`src/rtl/risc_spm_pkg.sv`:
```
// rtl/risc_spm_pkg.sv - opcodes, state encoding, mux selects and instruction fields for the RISC-SPM controller
package risc_spm_pkg;

    localparam int WORD = 8;

    localparam int OPC_MSB = 7;
    localparam int OPC_LSB = 4;
    localparam int SRC_MSB = 3;
    localparam int SRC_LSB = 2;
    localparam int DST_MSB = 1;
    localparam int DST_LSB = 0;

    localparam logic [3:0] OP_NOP = 4'd0;
    localparam logic [3:0] OP_ADD = 4'd1;
    localparam logic [3:0] OP_SUB = 4'd2;
    localparam logic [3:0] OP_AND = 4'd3;
    localparam logic [3:0] OP_NOT = 4'd4;
    localparam logic [3:0] OP_RD  = 4'd5;
    localparam logic [3:0] OP_WR  = 4'd6;
    localparam logic [3:0] OP_BR  = 4'd7;
    localparam logic [3:0] OP_BRZ = 4'd8;

    typedef enum logic [3:0] {
        S_IDLE = 4'd0,
        S_FET1 = 4'd1,
        S_FET2 = 4'd2,
        S_DEC  = 4'd3,
        S_EX1  = 4'd4,
        S_RD1  = 4'd5,
        S_RD2  = 4'd6,
        S_WR1  = 4'd7,
        S_WR2  = 4'd8,
        S_BR1  = 4'd9,
        S_BR2  = 4'd10,
        S_HALT = 4'd11
    } state_e;

    localparam logic [2:0] SEL1_R0 = 3'd0;
    localparam logic [2:0] SEL1_PC = 3'd4;

    localparam logic [1:0] SEL2_ALU  = 2'd0;
    localparam logic [1:0] SEL2_BUS1 = 2'd1;
    localparam logic [1:0] SEL2_MEM  = 2'd2;

endpackage

```
`src/rtl/ctrl_next_state.sv`:
```
// rtl/ctrl_next_state.sv - next-state logic; CTRL_HALT_ON_ILLEGAL_EN sends opcodes 9-15 to HALT
module ctrl_next_state
    import risc_spm_pkg::*;
(
    input  state_e     state,
    input  logic [3:0] opcode,
    input  logic       zero,
    output state_e     next_state
);

    always_comb begin
        next_state = S_IDLE;
        case (state)
            S_IDLE: next_state = S_FET1;
            S_FET1: next_state = S_FET2;
            S_FET2: next_state = S_DEC;
            S_DEC: begin
                case (opcode)
                    OP_NOP:                 next_state = S_FET1;
                    OP_ADD, OP_SUB, OP_AND: next_state = S_EX1;
                    OP_NOT:                 next_state = S_FET1;
                    OP_RD:                  next_state = S_RD1;
                    OP_WR:                  next_state = S_WR1;
                    OP_BR:                  next_state = S_BR1;
                    OP_BRZ:                 next_state = zero ? S_BR1 : S_FET1;
`ifdef CTRL_HALT_ON_ILLEGAL_EN
                    default:                next_state = S_HALT;
`else
                    default:                next_state = S_FET1;
`endif
                endcase
            end
            S_EX1:  next_state = S_FET1;
            S_RD1:  next_state = S_RD2;
            S_RD2:  next_state = S_FET1;
            S_WR1:  next_state = S_WR2;
            S_WR2:  next_state = S_FET1;
            S_BR1:  next_state = S_BR2;
            S_BR2:  next_state = S_FET1;
            S_HALT: next_state = S_HALT;
            default: next_state = S_IDLE;
        endcase
    end

endmodule

```
`src/rtl/risc_spm_control_unit.sv`:
```
// rtl/risc_spm_control_unit.sv - RISC-SPM sequencing controller; CTRL_HALT_ON_ILLEGAL_EN enables HALT on illegal opcodes
module risc_spm_control_unit
    import risc_spm_pkg::*;
(
    input  logic            clk,
    input  logic            rst,
    input  logic [WORD-1:0] instruction,
    input  logic            zero,
    output logic            load_r0,
    output logic            load_r1,
    output logic            load_r2,
    output logic            load_r3,
    output logic            load_pc,
    output logic            inc_pc,
    output logic [2:0]      sel_bus_1_mux,
    output logic [1:0]      sel_bus_2_mux,
    output logic            load_ir,
    output logic            load_add_r,
    output logic            load_reg_y,
    output logic            load_reg_z,
    output logic            write
);

    state_e     state_q;
    state_e     state_d;
    logic [3:0] opcode;
    logic [1:0] src;
    logic [1:0] dest;
    logic       load_dest;

    assign opcode = instruction[OPC_MSB:OPC_LSB];
    assign src    = instruction[SRC_MSB:SRC_LSB];
    assign dest   = instruction[DST_MSB:DST_LSB];

    ctrl_next_state u_next_state (
        .state      (state_q),
        .opcode     (opcode),
        .zero       (zero),
        .next_state (state_d)
    );

    always_ff @(posedge clk or negedge rst) begin
        if (!rst) begin
            state_q <= S_IDLE;
        end else begin
            state_q <= state_d;
        end
    end

    always_comb begin
        load_dest     = 1'b0;
        load_pc       = 1'b0;
        inc_pc        = 1'b0;
        sel_bus_1_mux = SEL1_R0;
        sel_bus_2_mux = SEL2_ALU;
        load_ir       = 1'b0;
        load_add_r    = 1'b0;
        load_reg_y    = 1'b0;
        load_reg_z    = 1'b0;
        write         = 1'b0;
        case (state_q)
            S_FET1: begin
                sel_bus_1_mux = SEL1_PC;
                load_add_r    = 1'b1;
            end
            S_FET2: begin
                sel_bus_2_mux = SEL2_MEM;
                load_ir       = 1'b1;
                inc_pc        = 1'b1;
            end
            S_DEC: begin
                case (opcode)
                    OP_ADD, OP_SUB, OP_AND: begin
                        sel_bus_1_mux = {1'b0, src};
                        load_reg_y    = 1'b1;
                    end
                    OP_NOT: begin
                        sel_bus_1_mux = {1'b0, src};
                        sel_bus_2_mux = SEL2_ALU;
                        load_reg_z    = 1'b1;
                        load_dest     = 1'b1;
                    end
                    OP_RD, OP_WR, OP_BR: begin
                        sel_bus_1_mux = SEL1_PC;
                        load_add_r    = 1'b1;
                    end
                    OP_BRZ: begin
                        // Not-taken branch still has to step the PC past its operand word.
                        if (zero) begin
                            sel_bus_1_mux = SEL1_PC;
                            load_add_r    = 1'b1;
                        end else begin
                            inc_pc = 1'b1;
                        end
                    end
                    default: ;
                endcase
            end
            S_EX1: begin
                sel_bus_1_mux = {1'b0, dest};
                sel_bus_2_mux = SEL2_ALU;
                load_reg_z    = 1'b1;
                load_dest     = 1'b1;
            end
            S_RD1, S_WR1: begin
                sel_bus_2_mux = SEL2_MEM;
                load_add_r    = 1'b1;
                inc_pc        = 1'b1;
            end
            S_RD2: begin
                sel_bus_2_mux = SEL2_MEM;
                load_dest     = 1'b1;
            end
            S_WR2: begin
                sel_bus_1_mux = {1'b0, src};
                write         = 1'b1;
            end
            S_BR1: begin
                sel_bus_2_mux = SEL2_MEM;
                load_add_r    = 1'b1;
            end
            S_BR2: begin
                sel_bus_2_mux = SEL2_MEM;
                load_pc       = 1'b1;
            end
            default: ;
        endcase
    end

    assign load_r0 = load_dest && (dest == 2'd0);
    assign load_r1 = load_dest && (dest == 2'd1);
    assign load_r2 = load_dest && (dest == 2'd2);
    assign load_r3 = load_dest && (dest == 2'd3);

endmodule

```
`config.mk`:
```
export PLATFORM = sky130hd
export DESIGN_NAME = risc_spm_control_unit
export DESIGN_NICKNAME = d
export VERILOG_FILES = /design/src/rtl/risc_spm_pkg.sv /design/src/rtl/ctrl_next_state.sv /design/src/rtl/risc_spm_control_unit.sv
export SDC_FILE = /design/constraint.sdc
export NUM_CORES = 1
export LEC_CHECK = 0
export CORE_MARGIN = 2
export CORE_UTILIZATION = 40
export DETAILED_ROUTE_END_ITERATION = 10
export GPL_ROUTABILITY_DRIVEN = 0
export PLACE_DENSITY_LB_ADDON = 0.1
export SLEW_MARGIN = 20
export SYNTH_ARGS = -nofsm -noshare
export SYNTH_HDL_FRONTEND = slang
export SYNTH_HIERARCHICAL = 1
export SYNTH_SLANG_ARGS = --single-unit
```
`constraint.sdc`:
```
create_clock -name clk -period 1.9 [get_ports clk]
set_clock_uncertainty 0.15 [all_clocks]
set_input_delay 0.38 -clock clk [delete_from_list [all_inputs] [get_ports clk]]
set_output_delay 0.38 -clock clk [all_outputs]
set_load 0.1 [all_outputs]
```
==> results of run 1 <==
metrics by stage:
stage | std cells | setup slack, ns | TNS (ns)
global placement | 133 | -0.5561 | -5.570
floorplan | 76 | -0.5600 | -3.149
detailed placement | 133 | -0.6380 | -6.225
logic make-up after synthesis:
| group | count (synthesis) |
|---|---|
| and+or+nand+nor | 42 |
| AOI/OAI and AO/OA | 18 |
| buffers and inverters | 8 |
| DFF | 4 |
| muxes | 2 |
| xor gates and xnor gates | 1 |
| other | 1 |
==> summary.md, run 1 <==
| Metric | Value |
|---|---|
| Synthesized area | 611.8 um2 |
| Avg Cell Area, Syn | 8.050 um2 |
| I/O pin count | 27 |
| Clock sink total | 4 |
| CTS root buffer | clkbuf_4 |
| Placed cell area | 0.001381 mm2 |
| Area share of the largest cell type after synthesis | 0.1636 |
| Main flop type after synthesis | dfrtp_1 |
| Post-synthesis adder-cell area fraction | 0 |
| PortBufs | 25 |
| Post-synth cell types | 40 |
| Final HPWL from detailed placement | 2.115 mm |
| Synthesized instance count | 76 |
| Die Span X | 43.11 um |
| Post-synth top cells | nor2_1 (9), nand2_1 (7), dfrtp_1 (4), nor3b_1 (4) |
| Compound-cell area share of the yosys netlist | 0.2556 |
| Bufs on Longest Clock Path | 2 |
| Setup Fix Bufs, Post-CTS | 9 |
| Seq/Total Area, Yosys | 0.1636 |
| Stage reached | 4_1_cts |
| Number of flops mapped to enable cells by yosys | 0 |
| Post-Synth Simple-Gate Area | 0.4274 |
| Die Span Y | 43.11 um |
| Synth warn | 6 |
| H-tree depth | 1 |
| Yosys reg bits | 4 |
| Ys async rst share | 1.000 |
| Top cells by area, synth | dfrtp_1 (16%), nor2_1 (5.5%), buf_6 (5.5%) |
| PostCTS Resize Cnt | 38 |
| Row count | 14 |
| Count leader, synth | nor2_1 |
| Post-synthesis xor/xnor area fraction | 0.01431 |
| Err | [ERROR DPL-0038] Utilization greater than 100%, impossible to legalize |
| Area leader, netlist | dfrtp_1 |
| Largest family of logic cells by synthesized area | simple AND/OR/NAND/NOR gates |
| Mapped Nets | 87 |
| Mux contribution to synthesized area | 0.03476 |
| Starting density of the core | 0.4158 |
| CTS buffer count | 3 |
| CTS Hold Bufs | 0 |
| Outcome | did not finish |
==> run 2, diff against run 1 <==
Settings changed: CORE_AREA from default to 2 2 63 65, CORE_MARGIN 2 to default, CORE_UTILIZATION 40 to default, DIE_AREA from default to 0 0 65 67, PLACE_DENSITY_LB_ADDON 0.1 to 0.15.
==> run 2 against run 1 <==
  * The flow now finishes, with violations (setup timing)
  * Synthesized area unchanged
  * Synthesized cell count is the same
==> summary.md, run 2 <==
| Metric | Value |
|---|---|
| Die area | 0.004355 mm2 |
| Highest routed layer | met3 |
| Nets | 146 |
| Final core occ | 0.4504 |
| R2R cell count | 4 |
| Worst r2r src | state_q[2] |
| Worst EP arrival | 1.57 ns |
| Seq/Total Area, Yosys | 0.1636 |
| CP Data Required Time | 1.37 ns |
| Die Span X | 65 um |
| Post-route DRC | 0 |
| Routed metal-1 wirelength | 844 um |
| Average vias per placed instance | 4.320 |
| Ys async rst share | 1.000 |
| CTS root buffer | clkbuf_8 |
| Place WS | -0.5654 ns |
| Worst-Skew Late Latency | 0.21 ns |
| H-tree depth | 1 |
| Mapped Nets | 87 |
| DRT iter0 DRCs | 18 |
| Yosys reg bits | 4 |
| Power after layout | 3.013 mW |
| Clock sink total | 4 |
| Synthesized instance count | 76 |
| Top cells by area, synth | dfrtp_1 (16%), nor2_1 (5.5%), buf_6 (5.5%) |
| Critical Path End Type | primary output |
| Post-synth cell types | 40 |
| Number of flops mapped to enable cells by yosys | 0 |
| Die Span Y | 67 um |
| Post-route clock period utilization | 1.103 |
| Bufs on Longest Clock Path | 2 |
| Starting density of the core | 0.1697 |
| Initial antenna violation count | 0 |
| Multi-input logic area | 706.9 um2 |
| Drt first pass iters | 4 |
| Detailed Route WL | 2.111 mm |
| DR WL met2 | 1.190 mm |
| Setup violation total in the final timing report | 13 |
| Largest register FFs | 4 |
| Vias | 782 |
| FF+latch area | 102.6 um2 |
| Leakage | 0.6484 nW |
| Critical path startpoint category | flop |
| Final count of pins violating max slew | 0 |
| GR Overflow Total | 0 |
| Area delta synth->final | 165.4% |
| Fin. Hold Viols | 0 |
| Crit Path Max Fanout | 7 |
| Fillers | 334 |
| Min-delay worst type | input pin to async pin |
| Commonest non-fill, non-tap cell in the layout | buf_4 |
| Most frequent cells in the layout | buf_4 (23), buf_12 (15), buf_6 (13), nor2_1 (6), clkdlybuf4s50_1 (5) |
| Max Freq | 0.4773 GHz |
| Final HPWL from detailed placement | 1.694 mm |
| I/O pin count | 27 |
| Most flop-heavy register | state_q |
| Antenna Cells | 0 |
| Met3 wire len | 76 um |
| TritonCTS clock tree | yes |
| FF-to-FF End | state_q[2] |
| # Max-Cap Violations | 0 |
| GRT Util Overall | 0.1106 |
| Synthesized area | 611.8 um2 |
| Unrepaired setup endpoints after global routing | true |
| Row count | 22 |
| Count leader, synth | nor2_1 |
| PortBufs | 25 |
| Top Registers | state_q x4 |
| Final WS setup | -0.1953 ns |
| Failing checks | setup timing |
| Main flop type after synthesis | dfrtp_1 |
| CTS buffer count | 3 |
| Layout cell share with drive strength beyond 1 | 0.7218 |
| Largest net degree at the start of global routing | 10 |
| CTS Hold Bufs | 0 |
| Synth warn | 6 |
| Core region area | 0.003606 mm2 |
| Post-synth top cells | nor2_1 (9), nand2_1 (7), dfrtp_1 (4), nor3b_1 (4) |
| Area leader, netlist | dfrtp_1 |
| Number of global-route vias before repair | 822 |
| Worst-path clk slew | 0.03 ns |
| Power per standard cell area | 1855 mW/mm2 |
| Area share of the largest cell type after synthesis | 0.1636 |
| Avg Cell Area, Syn | 8.050 um2 |
| Flop2flop setup slack | 0.17 ns |
| Wire per inst | 11.66 um |
| Kind of critical path | flop to primary output |
| First-pass GRT wire length | 3.719 mm |
| Antenna violation net count after detailed routing | 0 |
| Max VDD drop | 0.6666 mV |
| Outcome | finished, violations left |
| Post-layout minimum cycle time | 2.095 ns |
run 2: cell counts after synthesis:
No cell type changed its count.
run 2: cells by family (layout without fill, tap and decap cells):
group	Yosys count	count (layout)	synth area share
flip-flops	4	4	0.1636
XOR/XNOR	1	1	0.01432
other	1	1	0.006129
AO/OA/AOI/OAI	18	18	0.2556
multiplexers	2	2	0.03476
buffers and inverters	8	65	0.09815
AND/OR/NAND/NOR	42	42	0.4274
run 2: layout make-up:
| cell class | count | area share |
|---|---|---|
| Sequential cell | 4 | 0.06317 |
| Multi-Input combinational cell | 64 | 0.4353 |
| Inverter | 2 | 0.006163 |
| Tap cell | 48 | 0.03698 |
| Timing Repair Buffer | 60 | 0.4330 |
| Clock buffer | 3 | 0.02542 |
run 2: layer usage:
| metal | vias to the layer above | track usage |
|---|---|---|
| li1 | 398 | - |
| met1 | 369 | 0.1185 |
| met2 | 15 | 0.2204 |
| met3 | 0 | 0.02703 |
| met4 | 0 | 0.01596 |
| met5 | - | 0 |
run 2: worst max-delay path by stage:
| stage | from | to | slack, ns | cells past startpoint |
|---|---|---|---|---|
| after floorplan | instruction[5] | inc_pc | -0.56 | 3 |
| after global placement | instruction[5] | inc_pc | -0.57 | 5 |
| after detailed placement | instruction[6] | load_r1 | -0.57 | 5 |
| after CTS | state_q[3] | load_r1 | -0.20 | 5 |
| after global routing | state_q[3] | load_r2 | -0.26 | 5 |
| final | state_q[2] | load_reg_y | -0.20 | 4 |
run 2: stage by stage:
step                cell area, um2  hold WS, ns  setup TNS, ns  cells
floorplan                    839.6     -0.06559         -3.149     76
CTS                           1592       0.2216         -1.650    180
global placement              1446       0.4477         -5.553    170
finish                        1624       0.2183         -1.572    181
detailed placement            1446       0.4506         -5.655    170
global route                  1624       0.2420         -2.317    181
run 2: worst max-delay path, stage by stage (launching register included):
cell,delay (ns)
dfrtp_2,0.47
nor2_4,0.14
and4b_2,0.28
nor3b_4,0.25
buf_12,0.21
run 2: power breakdown:
group	internal (mW)	total [mW]	switching [mW]
Clock	0.135	0.177	0.0422
Combinational	1.16	2.65	1.48
Sequential	0.129	0.190	0.0616
run 2: repair_timing:
action / 4_1_cts / 5_1_grt
endpoints found under the setup margin: 16 / 14
gates cloned: 0 / 0
setup buffers: 7 / 1
resized for setup: 38 / 8
pin swaps: 10 / 11
Power figures use the tool's default switching activity.
==> run 3, diff against run 2 <==
Settings changed: GPL_ROUTABILITY_DRIVEN 0 to default.
==> results of run 3 <==
Same layout as run 2: the final DEF is identical, and so are final timing and power.
